[src/rtl/dma_pkg.sv]
// Shared DMA datapath constants.
// Used by the line FIFO and dma_fsm.
package dma_pkg;

    localparam int CL_SIZE_WIDTH = 512;
    localparam int WORD_SIZE     = 32;

endpackage

[src/rtl/dma_line_fifo.sv]
// First-word-fall-through cache-line buffer
// feeding dma_fsm from the host read channel.
module dma_line_fifo #(
    parameter int CL_SIZE_WIDTH = dma_pkg::CL_SIZE_WIDTH,
    parameter int DEPTH         = 8,
    parameter int AF_THRESH     = 6
) (
    input  logic                       clk,
    input  logic                       rst_n,
    input  logic                       wr_en,
    input  logic [CL_SIZE_WIDTH-1:0]   wr_data,
    output logic                       full,
    output logic                       almost_full,
    input  logic                       rd_en,
    output logic [CL_SIZE_WIDTH-1:0]   rd_data,
    output logic                       empty,
    output logic [$clog2(DEPTH):0]     count,
    output logic                       overflow,
    output logic                       underflow,
    input  logic                       clr_err
);

    localparam int AW = $clog2(DEPTH);
    localparam logic [AW:0] DEPTH_C = (AW+1)'(DEPTH);
    localparam logic [AW:0] AF_C    = (AW+1)'(AF_THRESH);

    logic [CL_SIZE_WIDTH-1:0] mem [DEPTH];
    logic [AW:0]              wr_ptr;
    logic [AW:0]              rd_ptr;
    logic                     push_ok;
    logic                     pop_ok;

    // Extra wrap bit lets full and empty be told apart from the pointers.
    assign count       = wr_ptr - rd_ptr;
    assign empty       = (count == '0);
    assign full        = (count == DEPTH_C);
    assign almost_full = (count >= AF_C);
    assign rd_data     = mem[rd_ptr[AW-1:0]];

    assign push_ok = wr_en & (~full | rd_en);
    assign pop_ok  = rd_en & ~empty;

    always_ff @(posedge clk) begin
        if (!rst_n) begin
            wr_ptr <= '0;
            rd_ptr <= '0;
        end else begin
            if (push_ok)
                wr_ptr <= wr_ptr + 1'b1;
            if (pop_ok)
                rd_ptr <= rd_ptr + 1'b1;
        end
    end

    // Storage is not reset; only the pointers say what is valid.
    always_ff @(posedge clk) begin
        if (rst_n && push_ok)
            mem[wr_ptr[AW-1:0]] <= wr_data;
    end

    // A fresh error outranks a clear in the same cycle.
    always_ff @(posedge clk) begin
        if (!rst_n) begin
            overflow  <= 1'b0;
            underflow <= 1'b0;
        end else begin
            if (wr_en && !push_ok)
                overflow <= 1'b1;
            else if (clr_err)
                overflow <= 1'b0;
            if (rd_en && empty)
                underflow <= 1'b1;
            else if (clr_err)
                underflow <= 1'b0;
        end
    end

endmodule

[config.mk]
export PLATFORM = sky130hd
export DESIGN_NAME = dma_line_fifo
export DESIGN_NICKNAME = d
export VERILOG_FILES = /design/src/rtl/dma_pkg.sv /design/src/rtl/dma_line_fifo.sv
export SDC_FILE = /design/constraint.sdc
export NUM_CORES = 2
export LEC_CHECK = 0
export ABC_AREA = 1
export BUFFER_PORTS_ARGS = -buffer_cell sky130_fd_sc_hd__clkbuf_2
export CAP_MARGIN = 20
export CORE_UTILIZATION = 50
export DETAILED_ROUTE_END_ITERATION = 6
export GPL_TIMING_DRIVEN = 0
export PLACE_DENSITY = 0.68
export SETUP_SLACK_MARGIN = 0.2
export SYNTH_ARGS = -nofsm -noshare
export SYNTH_HDL_FRONTEND = slang
export SYNTH_SLANG_ARGS = --single-unit
[constraint.sdc]
create_clock -name clk -period 35.9 [get_ports clk]
set_clock_uncertainty 0.2 [all_clocks]
set_input_delay 5.385 -clock clk [delete_from_list [all_inputs] [get_ports clk]]
set_output_delay 5.385 -clock clk [all_outputs]
set_load 0.01 [all_outputs]
==> flow_metrics.tcl <==
set metrics [dict create \
    clockBufferDepth 4 \
    synth_xor_area_frac 0.000276 \
    synth_top_area_cell "edfxtp_1" \
    cp_top_family "buffers and inverters" \
    combPwrFrac 0.230 \
    setup_slack_ps 25820 \
    arrival_ps 4500 \
    synth_adder_area_share 0.000520 \
    synth_ff_type "edfxtp_1" \
    synth_compound_area_frac 0.0890 \
    clkPwrFrac 0.341 \
    cts_buffers 414 \
    status "finished clean" \
    wl_per_cell_um 26.9 \
    place.gp.congestion 0.831 \
    p_sw_frac 0.313 \
    seq_area_frac_synth 0.776 \
    worst_pin_slew_ps 1190 \
    timing.max_slew.rel_slack 0.210 \
    setup_tns_ps 0 \
    num_vias 106000 \
    yosys_warnings 0 \
    seq_power_share 0.429 \
    syn_nets 12200 \
    die_x_um 566 \
    synth_top_family_by_area "simple AND/OR/NAND/NOR gates" \
    cts_tree "done" \
    area_delta_synth_final_pct 17.9 \
    netlist_instances 11700 \
    max_stage_delay_ps 750 \
    clk_latency_ps 990 \
    grt_pass1_vias 101000 \
    synth.area.mux_share 0 \
    worst-r2r-setup-slack_ps 30980 \
    avgSynthCellArea_um2 13.6 \
    grt_setup_unrepaired "no" \
    vias_per_cell 5.89 \
    grt_use_total 0.292 \
    synth_edf_count 4096 \
    cts_hold_buf 0 \
    drive_gt1_frac 0.160 \
    worstHoldPathType "reg -> reg" \
    synth-simple-area-share 0.110 \
    async_flop_share 0 \
    p_int_mw 8.68 \
    startpoint_type "register" \
    preCtsSetupSlack_ps 26680 \
    dr.pass1.iters 7 \
    rows 206 \
    first_iter_violations 13100 \
    fp.coreArea_mm2 0.315 \
    crit_type "reg -> out" \
    dpl.hpwl_um 317000 \
    setup_viol 0 \
    clk_pin_slew_worst_paths_ps 60 \
    drv_slew 0 \
    cts-root-buf "clkbuf_16" \
    grt_max_degree 30 \
    dieArea_mm2 0.320 \
    remaining_drc_errors 0 \
    cp_slowest_cell "buf_2" \
    max_freq_ghz 0.0992 \
    grt_first_pass_wirelength_um 678000 \
    cts_setup_buffers 0 \
    p_leak_nw 64.5 \
    cp.required_ps 30310 \
    syn_area_mm2 0.159 \
    dpl-instance-area_mm2 0.173 \
    crit_path_max_fanout 10 \
    port_buffers 1036 \
    p_sw_mw 3.95 \
    grt-ovfl-total 0 \
    final_area_mm2 0.187 \
    start_util 0.503 \
    drtAntennaViolNets 0 \
    powerDensity_mw_per_mm2 67.5 \
    cts_resized 0 \
    finalPower_mw 12.6 \
    fillCellCount 24000 \
    max_cap_violations 0 \
    layout_min_cycle_time_ps 10080 \
    hold_viol_final 0 \
    clock-sinks 4109 \
    synth.top_cells.by_count "4096 x edfxtp_1, 3093 x nor2_1, 1562 x nand2_1" \
    utilization 0.594 \
    cp_cell_sequence "buf_2, buf_2, buf_2, clkbuf_1, o21ai_0, o32ai_1, nand2_1, nand2_1, clkbuf_2" \
    wl_um 482000 \
    synthDistinctLibCells 22 \
    die_h_um 566 \
    end_kind "output port" \
    antenna_found_initial 192 \
    pin_count 1038 \
    htreeDepth 5 \
    yosysMostFrequentCell "edfxtp_1" \
    cpMostUsedCell "buf_2" \
    fin_crit_sh 0.281 \
    synth_seq_cells 4109 \
    path_buf_inv 5 \
    synth_top_cells_by_area "edfxtp_1 77%, nor2_1 7.3%, o32ai_1 5.6%, nand2_1 3.7%, o21ai_0 3.2%" \
    ir_drop_uv 56.8 \
    yosysTopAreaCellShare 0.774 \
    fin_nets 13800 \
]
## per-layer routing
layer,global-route usage,routed length (um),vias to the layer above
met5,0,767,-
met4,0.169,29800,122
met3,0.0773,53400,1145
met2,0.454,221000,5790
met1,0.373,177000,52200
li1,-,-,46500
## power groups by stage
stage                     Combinational [mW]  Sequential, mW  Clock, mW
after floorplan                         1.48            5.62          0
after detailed placement                2.85            5.52          0
after global placement                  2.78            5.73          0
final                                   2.90            5.42       4.31
after CTS                               2.87            5.42       4.34
after global routing                    3.08            5.43       4.52
## area by class of cell
cell class,count,area [um^2],share of cell area
Sequential cell,4109,123000,0.658
Multi-Input combinational cell,6737,31900,0.170
Clock buffer,486,10700,0.0569
Timing Repair Buffer,1236,9300,0.0496
Tap cell,4160,5200,0.0278
Buffer,798,3700,0.0198
Clock inverter,269,2950,0.0157
Antenna cell,123,308,0.00164
Inverter,20,76.3,0.000407
## worst paths after layout
path                   from      endpoint  depth (start not counted)
hold reg to reg   underflow     underflow                          2
setup / recovery   register  rd_data[114]                          9
setup reg to reg  wr_ptr[0]   mem[1][330]                         15
hold / removal    underflow     underflow                          2
## placed cells by master (no fill, tap or decap), drive strengths merged
cell,Yosys,routed
clkbuf,402,1924
nor2,3093,3093
nand2,1562,1562
fa,1,1
nand3,14,14
o32ai,1024,1024
a21oi,7,7
o21ai,1025,1025
clkinv,1,205
clkinvlp,0,9
nand3b,1,1
diode,0,123
edfxtp,4096,4096
ha,5,5
xor2,5,5
inv,19,30
dfxtp,13,13
bufinv,0,45
buf,396,596
## metrics by stage
stage | cells | hold slack, ps
after floorplan | 11700 | 253
after global placement | 16900 | 252
after detailed placement | 17100 | 256
final | 17900 | 265
after CTS | 17800 | 266
after global routing | 17900 | 292
## flip-flops by register name, indices dropped and copies added, names as in the netlist, named ones only
register   flops
rd_ptr         4
overflow       1
underflow      1
wr_ptr         4
mem         4096
## worst register-to-register path, stage by stage, from the launching register on
cell     delay, ps
dfxtp_1        360
inv_1          130
ha_1           150
inv_1           60
fa_1           370
xor2_1         240
nor2_1         120
nand3_1        200
nand3_1        320
nor2_4         890
buf_12         310
buf_12         280
buf_12         230
buf_16         200
buf_12         220
buf_12         270
## kinds of logic after synthesis
| kind of cell | count (synthesis) |
|---|---|
| flip-flops | 4109 |
| adder cells (fa/ha/maj) | 6 |
| AND/OR/NAND/NOR | 4670 |
| buffers and inverters | 818 |
| XOR/XNOR | 5 |
| AO/OA/AOI/OAI | 2056 |
Note: power is estimated with default switching activity, not from simulation.
